$ cat config.mk
export PLATFORM = sky130hd
export DESIGN_NAME = se_frame_sequencer
export DESIGN_NICKNAME = d
export VERILOG_FILES = /design/src/rtl/se_pkg.sv /design/src/rtl/se_scale_table.sv /design/src/rtl/se_frame_sequencer.sv
export SDC_FILE = /design/constraint.sdc
export NUM_CORES = 1
export LEC_CHECK = 0
export BUFFER_PORTS_ARGS = -buffer_cell sky130_fd_sc_hd__buf_2
export CAP_MARGIN = 20
export CORE_MARGIN = 5
export CORE_UTILIZATION = 45
export DETAILED_ROUTE_END_ITERATION = 6
export GPL_TIMING_DRIVEN = 0
export PLACE_DENSITY = 0.68
export REMOVE_ABC_BUFFERS = 1
export SKIP_CTS_REPAIR_TIMING = 1
export SYNTH_ARGS = -nofsm -noshare
export SYNTH_HDL_FRONTEND = slang
export SYNTH_SLANG_ARGS = --single-unit
$ cat constraint.sdc
create_clock -name clk -period 3.8 [get_ports clk]
set_input_delay 0 -clock clk [delete_from_list [all_inputs] [get_ports clk]]
set_output_delay 0 -clock clk [all_outputs]
set_load 0.01 [all_outputs]
$ cat src/rtl/se_pkg.sv
// Shared types and constants for the squeeze-and-excitation frame sequencer.
package se_pkg;

    typedef enum logic [2:0] {
        IDLE,
        LOAD_W1,
        LOAD_W2,
        SQUEEZE,
        WAIT_ATT,
        EXCITE
    } se_state_t;

    // Unity gain in Q8.8
    localparam logic [15:0] SCALE_ONE = 16'h0100;

    // Words in one 1x1 kernel (conv1 and conv2 are the same size)
    function automatic int unsigned calc_k1(input int unsigned channels,
                                            input int unsigned reduction);
        return (channels * channels) / reduction;
    endfunction

    // Words in one frame
    function automatic int unsigned calc_total(input int unsigned height,
                                               input int unsigned width,
                                               input int unsigned channels);
        return height * width * channels;
    endfunction

endpackage

$ cat src/rtl/se_scale_table.sv
// Per-channel attention scale store: one synchronous write, one combinational read.
module se_scale_table
    import se_pkg::*;
#(
    parameter int unsigned DATA_WIDTH = 16,
    parameter int unsigned DEPTH      = 16,
    localparam int unsigned AW        = $clog2(DEPTH)
) (
    input  logic                  clk,
    input  logic                  rst_n,
    input  logic                  wr_en,
    input  logic [AW-1:0]         wr_addr,
    input  logic [DATA_WIDTH-1:0] wr_data,
    input  logic [AW-1:0]         rd_addr,
    output logic [DATA_WIDTH-1:0] rd_data
);

    logic [DATA_WIDTH-1:0] mem_q [DEPTH];
    logic [DATA_WIDTH-1:0] mem_d [DEPTH];

    always_comb begin
        mem_d = mem_q;
        if (wr_en) begin
            mem_d[wr_addr] = wr_data;
        end
    end

    // Unity scale after reset so an unwritten channel passes data unchanged
    always_ff @(posedge clk) begin
        if (!rst_n) begin
            for (int i = 0; i < int'(DEPTH); i++) begin
                mem_q[i] <= DATA_WIDTH'(SCALE_ONE);
            end
        end else begin
            mem_q <= mem_d;
        end
    end

    assign rd_data = mem_q[rd_addr];

endmodule

$ cat src/rtl/se_frame_sequencer.sv
// Frame controller for the SE datapath: kernel load, squeeze, attention capture
// and buffered replay with a per-channel scale aligned to each buffer word.
module se_frame_sequencer
    import se_pkg::*;
#(
    parameter int unsigned DATA_WIDTH  = 16,
    parameter int unsigned IN_CHANNELS = 16,
    parameter int unsigned REDUCTION   = 4,
    parameter int unsigned IN_HEIGHT   = 56,
    parameter int unsigned IN_WIDTH    = 56,
    parameter int unsigned ATT_TIMEOUT = 4096,
    localparam int unsigned TOTAL      = calc_total(IN_HEIGHT, IN_WIDTH, IN_CHANNELS),
    localparam int unsigned AW         = $clog2(TOTAL)
) (
    input  logic                  clk,
    input  logic                  rst_n,
    input  logic                  start,
    input  logic                  wt_valid,
    output logic                  wt_ready,
    output logic                  load_kernel_conv1,
    output logic                  load_kernel_conv2,
    input  logic                  in_valid,
    output logic                  in_ready,
    output logic                  dp_in_valid,
    output logic [AW-1:0]         buf_wr_addr,
    input  logic                  att_valid,
    input  logic [DATA_WIDTH-1:0] att_data,
    output logic                  buf_rd_en,
    output logic [AW-1:0]         buf_rd_addr,
    output logic                  scale_valid,
    output logic [DATA_WIDTH-1:0] scale_data,
    input  logic                  out_ready,
    output logic                  busy,
    output logic                  done,
    output logic                  err_timeout
);

    localparam int unsigned K1  = calc_k1(IN_CHANNELS, REDUCTION);
    localparam int unsigned K2  = K1;
    localparam int unsigned WCW = $clog2(K1 + 1);
    localparam int unsigned CW  = $clog2(TOTAL + 1);
    localparam int unsigned CHW = $clog2(IN_CHANNELS);
    localparam int unsigned ACW = $clog2(IN_CHANNELS + 1);
    localparam int unsigned TW  = $clog2(ATT_TIMEOUT + 1);

    if (IN_CHANNELS % REDUCTION != 0) begin : g_bad_reduction
        $error("IN_CHANNELS must be a multiple of REDUCTION");
    end

    se_state_t             state_q, state_d;
    logic [WCW-1:0]        wt_cnt_q, wt_cnt_d;
    logic [CW-1:0]         wr_cnt_q, wr_cnt_d;
    logic [CW-1:0]         rd_cnt_q, rd_cnt_d;
    logic [CHW-1:0]        rd_ch_q, rd_ch_d;
    logic [ACW-1:0]        att_ch_q, att_ch_d;
    logic [TW-1:0]         timer_q, timer_d;
    logic                  scale_valid_q, scale_valid_d;
    logic [DATA_WIDTH-1:0] scale_data_q, scale_data_d;
    logic                  done_q, done_d;
    logic                  err_q, err_d;

    logic                  advance;
    logic                  tbl_wr_en;
    logic [DATA_WIDTH-1:0] tbl_rd_data;

    se_scale_table #(
        .DATA_WIDTH (DATA_WIDTH),
        .DEPTH      (IN_CHANNELS)
    ) u_scale_table (
        .clk     (clk),
        .rst_n   (rst_n),
        .wr_en   (tbl_wr_en),
        .wr_addr (CHW'(att_ch_q)),
        .wr_data (att_data),
        .rd_addr (rd_ch_q),
        .rd_data (tbl_rd_data)
    );

    always_ff @(posedge clk) begin
        if (!rst_n) begin
            state_q       <= IDLE;
            wt_cnt_q      <= '0;
            wr_cnt_q      <= '0;
            rd_cnt_q      <= '0;
            rd_ch_q       <= '0;
            att_ch_q      <= '0;
            timer_q       <= '0;
            scale_valid_q <= 1'b0;
            scale_data_q  <= '0;
            done_q        <= 1'b0;
            err_q         <= 1'b0;
        end else begin
            state_q       <= state_d;
            wt_cnt_q      <= wt_cnt_d;
            wr_cnt_q      <= wr_cnt_d;
            rd_cnt_q      <= rd_cnt_d;
            rd_ch_q       <= rd_ch_d;
            att_ch_q      <= att_ch_d;
            timer_q       <= timer_d;
            scale_valid_q <= scale_valid_d;
            scale_data_q  <= scale_data_d;
            done_q        <= done_d;
            err_q         <= err_d;
        end
    end

    always_comb begin
        state_d       = state_q;
        wt_cnt_d      = wt_cnt_q;
        wr_cnt_d      = wr_cnt_q;
        rd_cnt_d      = rd_cnt_q;
        rd_ch_d       = rd_ch_q;
        att_ch_d      = att_ch_q;
        timer_d       = timer_q;
        scale_valid_d = scale_valid_q;
        scale_data_d  = scale_data_q;
        done_d        = 1'b0;
        err_d         = err_q;
        wt_ready      = 1'b0;
        in_ready      = 1'b0;
        buf_rd_en     = 1'b0;
        tbl_wr_en     = 1'b0;
        advance       = !scale_valid_q || out_ready;

        case (state_q)
            IDLE: begin
                if (start) begin
                    state_d  = LOAD_W1;
                    wt_cnt_d = '0;
                    wr_cnt_d = '0;
                    rd_cnt_d = '0;
                    rd_ch_d  = '0;
                    att_ch_d = '0;
                    timer_d  = '0;
                    err_d    = 1'b0;
                end
            end
            LOAD_W1: begin
                wt_ready = 1'b1;
                if (wt_valid) begin
                    if (wt_cnt_q == WCW'(K1 - 1)) begin
                        wt_cnt_d = '0;
                        state_d  = LOAD_W2;
                    end else begin
                        wt_cnt_d = wt_cnt_q + 1'b1;
                    end
                end
            end
            LOAD_W2: begin
                wt_ready = 1'b1;
                if (wt_valid) begin
                    if (wt_cnt_q == WCW'(K2 - 1)) begin
                        wt_cnt_d = '0;
                        state_d  = SQUEEZE;
                    end else begin
                        wt_cnt_d = wt_cnt_q + 1'b1;
                    end
                end
            end
            SQUEEZE: begin
                in_ready = 1'b1;
                if (in_valid) begin
                    wr_cnt_d = wr_cnt_q + 1'b1;
                    if (wr_cnt_q == CW'(TOTAL - 1)) begin
                        state_d = WAIT_ATT;
                    end
                end
            end
            WAIT_ATT: begin
                timer_d = timer_q + 1'b1;
                if (att_valid) begin
                    tbl_wr_en = 1'b1;
                    att_ch_d  = att_ch_q + 1'b1;
                end
                // A capture completing in the last allowed cycle still wins
                if (att_valid && (att_ch_q == ACW'(IN_CHANNELS - 1))) begin
                    state_d = EXCITE;
                end else if (timer_q == TW'(ATT_TIMEOUT - 1)) begin
                    err_d   = 1'b1;
                    done_d  = 1'b1;
                    state_d = IDLE;
                end
            end
            EXCITE: begin
                if (advance) begin
                    if (rd_cnt_q != CW'(TOTAL)) begin
                        buf_rd_en     = 1'b1;
                        rd_cnt_d      = rd_cnt_q + 1'b1;
                        rd_ch_d       = (rd_ch_q == CHW'(IN_CHANNELS - 1)) ? '0 : rd_ch_q + 1'b1;
                        scale_valid_d = 1'b1;
                        scale_data_d  = tbl_rd_data;
                    end else begin
                        scale_valid_d = 1'b0;
                        scale_data_d  = '0;
                        if (scale_valid_q) begin
                            done_d  = 1'b1;
                            state_d = IDLE;
                        end
                    end
                end
            end
            default: begin
                state_d = IDLE;
            end
        endcase
    end

    assign load_kernel_conv1 = wt_valid && wt_ready && (state_q == LOAD_W1);
    assign load_kernel_conv2 = wt_valid && wt_ready && (state_q == LOAD_W2);
    assign dp_in_valid       = in_valid && in_ready;
    assign buf_wr_addr       = (state_q == SQUEEZE) ? AW'(wr_cnt_q) : '0;
    assign buf_rd_addr       = buf_rd_en ? AW'(rd_cnt_q) : '0;
    assign scale_valid       = scale_valid_q;
    assign scale_data        = scale_data_q;
    assign busy              = (state_q != IDLE);
    assign done              = done_q;
    assign err_timeout       = err_q;

endmodule

# Word level (Yosys, flattened, before mapping)

Index checks and enable logic that the tools add are counted.

Input port bits: 23
Word-level logic and storage cells: 147
Bits in latches: 0
Output and inout port bits: 58
Flip-flop bits (word level): 339
Bits in writable memories: 0
Memories: 0
ROM bits: 0

Mux-type cells: 59
Magnitude comparators: 3
Shift-type cells: 0
Bitwise logic cells: 2
Multipliers: 0
Divide/modulo/power cells: 0
Add/sub/neg operators: 6
Reduce and logical (&&, ||, !) cells: 23
Equality and inequality tests: 27

Operator list:

| kind                                                   | count |
|---|---|
| bitwise mux 256 bit                                    | 1 |
| 2-to-1 mux 16 bit                                      | 10 |
| binary-select mux 16 bit (select 4 bit)                | 1 |
| demux 16 bit (select 4 bit)                            | 1 |
| one-hot mux 16 bit (2 select lines)                    | 2 |
| 2-to-1 mux 3 bit                                       | 12 |
| adder 16 x 1 -> 16 bit (second input constant)         | 2 |
| inequality test 2 bit (second input constant)          | 14 |
| one-hot mux 13 bit (2 select lines)                    | 1 |
| 2-to-1 mux 7 bit                                       | 3 |
| one-hot mux 3 bit (6 select lines)                     | 1 |
| equality test 16 bit (second input constant)           | 1 |
| 2-to-1 mux 4 bit                                       | 4 |
| inequality test 16 bit (second input constant)         | 1 |
| 2-to-1 mux 1 bit                                       | 15 |
| one-hot mux 7 bit (2 select lines)                     | 1 |
| adder 13 x 1 -> 13 bit (second input constant)         | 1 |
| equality test 13 x 12 -> 1 bit (second input constant) | 1 |
| 2-to-1 mux 13 bit                                      | 1 |
| AND reduction 11 bit                                   | 1 |
| >= comparator 5 bit (second input constant)            | 2 |
| 2-to-1 mux 5 bit                                       | 2 |
| NOT 4 -> 5 bit                                         | 2 |
| one-hot mux 5 bit (2 select lines)                     | 1 |
| 24 further kinds                                       | 39 |

# Longest topological paths before layout

Word-level depth: 6
Depth in mapped cells: 9
Depth with buffers taken out: 8

# Modules after synthesis

From an unflattened synthesis, not the netlist that was laid out.

Cell total of the unflattened synthesis: 1857
Area total of the unflattened synthesis: 16012.9 µm²

Modules (own cells, without submodules):

| module             | sequential area each (µm²) | instances | area an instance (µm²) | cells an instance |
|---|---|---|---|---|
| se_scale_table     | 5124.9                     | 1         | 11717.5                | 1339 |
| se_frame_sequencer | 1661.6                     | 1         | 4295.4                 | 518 |

# Worst setup path after synthesis

No wires, ideal clock.

Path type: flip-flop to flip-flop
Start: register rd_cnt_q[0]
End: register state_q[0]
Setup slack: 1.497 ns
Clock period less this slack: 2.303 ns
Data required time: 3.681 ns
Stages on the path, launching flop included: 9
Library setup time: 0.119 ns
Buffers on the path: 1
Data arrival time: 2.184 ns
Path through: dfxtp_1 > inv_1 > ha_1 > or4b_1 > or4_1 > buf_6 > o211ai_2 > nand3_1 > o221a_2

Longest elaborated chain between the ends: 3

Ends and longest elaborated chain:

| what                            | line                      | text |
|---|---|---|
| start, declared                 | se_frame_sequencer.sv:53  | `logic [CW-1:0] rd_cnt_q, rd_cnt_d;` |
| start signal, assigned          | se_frame_sequencer.sv:96  | `rd_cnt_q <= rd_cnt_d;` |
| inequality test 16 bit          | se_frame_sequencer.sv:186 | `if (rd_cnt_q != CW'(TOTAL)) begin` |
| inequality test 2 bit (no line) | -                         |  |
| AND reduction 11 bit (no line)  | -                         |  |
| end signal, assigned            | se_frame_sequencer.sv:93  | `state_q <= state_d;` |
| end, declared                   | se_frame_sequencer.sv:50  | `se_state_t state_q, state_d;` |

No other way between the ends.
A chain may end at the register's enable or synchronous reset.

# Worst setup path after layout

Start: register state_q[2]
End: register u_scale_table.mem_q[114] in the netlist's numbering

Longest elaborated chain between the ends: 2

Ends and longest elaborated chain:

| what                          | line                      | text |
|---|---|---|
| equality test 3 bit           | se_frame_sequencer.sv:125 | `case (state_q)` |
| 2-to-1 mux 1 bit              | se_frame_sequencer.sv:125 |  |
| end signal, assigned by index | se_scale_table.sv:32      | `mem_q[i] <= DATA_WIDTH'(SCALE_ONE);` |
| end signal, assigned          | se_scale_table.sv:35      | `mem_q <= mem_d;` |
| end, declared                 | se_scale_table.sv:18      | `logic [DATA_WIDTH-1:0] mem_q [DEPTH];` |

No other way between the ends.

==> impl_metrics.env <==
export IMPL_multi_input_area_sq_um=7850
export IMPL_drt_iter0_markers=1194
export IMPL_cts_htree_levels=2
export IMPL_viasPerCell=5.87
export IMPL_rows=67
export IMPL_coreArea_sq_um=33500
export IMPL_worst_setup_path_end_kind="register"
export IMPL_critical_path_class="register to register"
export IMPL_cts_tree="yes"
export IMPL_start_util=0.456
export IMPL_yosysWarnings=0
export IMPL_wl_um=41800
export IMPL_drv_cap=0
export IMPL_synth_top_area_cell="dfxtp_1"
export IMPL_pwr_share_clk=0.420
export IMPL_p_leak_nw=6.41
export IMPL_crit_required_ns=4.17
export IMPL_clock_latency_ns=0.52
export IMPL_grt_pass1_vias=12100
export IMPL_route_vias_total=12900
export IMPL_clkTransAtPathRegs_ns=0.06
export IMPL_hold_viol=1
export IMPL_diodes=0
export IMPL_tightestPinTransition_ns=1.03
export IMPL_ys_top_cells_by_area="dfxtp_1 (44%), mux4_2 (9.4%), nand3_1 (7.7%)"
export IMPL_drive_gt1_frac=0.146
export IMPL_rsz0062_at_grt="false"
export IMPL_drc=0
export IMPL_synth_avg_cell_area_sq_um=8.83
export IMPL_ir_drop_v=0.000522
export IMPL_synthToLayoutAreaGrowth_pct=14.0
export IMPL_syn_instance_count=1730
export IMPL_p_per_area_nw_per_um2=478
export IMPL_hold_class="primary input to register"
export IMPL_antenna_left=0
export IMPL_grt_pass1_wl_um=67200
export IMPL_hpwlAfterDp_um=24300
export IMPL_fmax_ghz=0.278
export IMPL_n_fill_cell=3145
export IMPL_wl_per_cell_um=19.1
export IMPL_grt_use_total=0.215
export IMPL_pwr_share_comb=0.127
export IMPL_die_y_um=194
export IMPL_mostFrequentLayoutCells="dfxtp_1 (335), nand2_1 (241), nand3_1 (230), a21oi_1 (230), nor2_1 (117)"
export IMPL_drv_slew=0
export IMPL_gp_congestion=0.800
export IMPL_p_sw_mw=2.23
export IMPL_drt_first_pass_iters=5
export IMPL_die_x_um=194
export IMPL_final_nets=1751
export IMPL_yosysUniqueCellTypes=56
export IMPL_ioPinCount=81
export IMPL_grt_start_max_net_pins=155
export IMPL_final_common_cell="dfxtp_1"
export IMPL_fin_util=0.519
export IMPL_cp_arrival_ns=3.97
export IMPL_seqCellArea_sq_um=6800
export IMPL_antenna_found_initial=2
export IMPL_io_buffers=80
export IMPL_finClkSkew_ns=0.0219
export IMPL_crit_fanout=32
export IMPL_swShare=0.268
export IMPL_grt_ovfl_total=0
export IMPL_period_share=0.945
export IMPL_synthFlopType="dfxtp_1"
export IMPL_synth_edf_count=0
export IMPL_ys_seq_area_frac=0.444
export IMPL_cts_root_buf="clkbuf_16"
export IMPL_synth_top_area_frac=0.444
export IMPL_hold_ws_ns=-0.0165
export IMPL_fin_setup_tns_ns=0
export IMPL_cts_buffers=37
export IMPL_period_needed_ns=3.59
export IMPL_cts_path_max_buffers=3
export IMPL_seqPwrFrac=0.453
export IMPL_violations="negative hold slack"
export IMPL_worstSetupStartpointType="register"
export IMPL_p_int_mw=6.10
export IMPL_async_flop_share=0
export IMPL_clock_sinks=339
export IMPL_syn_area_sq_um=15300
export IMPL_final_setup_viol_count=0
export IMPL_ys_ff_latch=339
export IMPL_status="finished with violations"
export IMPL_max_slew_margin=0.309
export IMPL_die_area_sq_um=37700
-- metal layers --
layer | share of wire | global-route usage | routed length, um | vias to the layer above
met4 | 0.022 | 0.0573 | 906 | 4
met3 | 0.080 | 0.0412 | 3340 | 73
li1 | - | - | - | 6065
met1 | 0.44 | 0.304 | 18300 | 6199
met5 | 0.00065 | 0 | 27 | -
met2 | 0.46 | 0.340 | 19200 | 520
-- synth_stat cells, types with 11 or more instances --
cell,number
nor2_1,119
buf_2,20
inv_1,13
ha_1,11
a21oi_1,230
a211oi_1,18
and2_1,22
mux2i_1,83
nand3_1,234
nor2b_1,19
xnor2_1,11
mux4_2,64
and3_1,20
a22o_1,16
nand2_1,241
dfxtp_1,339
nand4_1,13
xor2_1,20
clkbuf_1,136
-- through the flow --
stage          instances  hold WS, ns  total power, mW  instance area, sq um  setup slack [ns]
3_5_place_dp        2106        0.338             4.88                 16000           -0.0639
3_3_place_gp        2090        0.339             4.82                 15600             -6.81
2_1_floorplan       1562       0.0619             4.49                 14600             -1.69
4_1_cts             2171       -0.220             8.37                 17200           -0.0949
5_1_grt             2191      0.00252             8.66                 17400            0.0485
6_report            2191      -0.0165             8.33                 17400             0.207
-- power groups by stage --
stage	Combinational [mW]	Clock (mW)	Sequential (mW)
3_3_place_gp	0.880	0	3.94
4_1_cts	1.04	3.56	3.77
6_report	1.06	3.50	3.77
2_1_floorplan	0.631	0	3.86
3_5_place_dp	1.03	0	3.85
5_1_grt	1.14	3.72	3.80
-- critical path, cell delays in order, from the launching register on --
cell and delay [ns]:
dfxtp_1 0.78, nor3b_4 0.68, and3_2 0.67, buf_12 0.29, nand2_1 0.61, nand2_1 0.26, a21oi_1 0.10
-- registers in the layout, summed over array words and instances, names as in the netlist, 4 cells and up --
register,flops
u_scale_table.mem_q,256
rd_cnt_q,16
scale_data,16
wr_cnt_q,16
timer_q,13
wt_cnt_q,7
att_ch_q,5
rd_ch_q,4
-- cells by family after synthesis --
kind of cell | Yosys count | share of synthesized area
muxes | 149 | 0.150
DFF | 339 | 0.444
and+or+nand+nor | 720 | 0.220
xor gates and xnor gates | 31 | 0.0178
buffers and inverters | 181 | 0.0471
AOI/OAI and AO/OA | 299 | 0.111
adders and majority gates | 11 | 0.00901
-- final cells by class --
type | instances | share of cell area
Inverter | 13 | 0.00323
Timing Repair Buffer | 116 | 0.0551
Multi-Input combinational cell | 1210 | 0.451
Clock buffer | 58 | 0.0658
Sequential cell | 339 | 0.390
Clock inverter | 7 | 0.00266
Tap cell | 448 | 0.0322
-- path summary, 6_finish.rpt --
check,from,endpoint,slack (ns),cells after the start
worst max-delay path,state_q[2],u_scale_table.mem_q[114],0.21,6
worst min-delay path,wt_valid,wt_cnt_q[1],-0.02,5
worst max register to register,state_q[2],u_scale_table.mem_q[114],0.21,6
worst min register to register,wt_cnt_q[6],wt_cnt_q[6],0.44,2
Note: power is estimated with default switching activity, not from simulation.
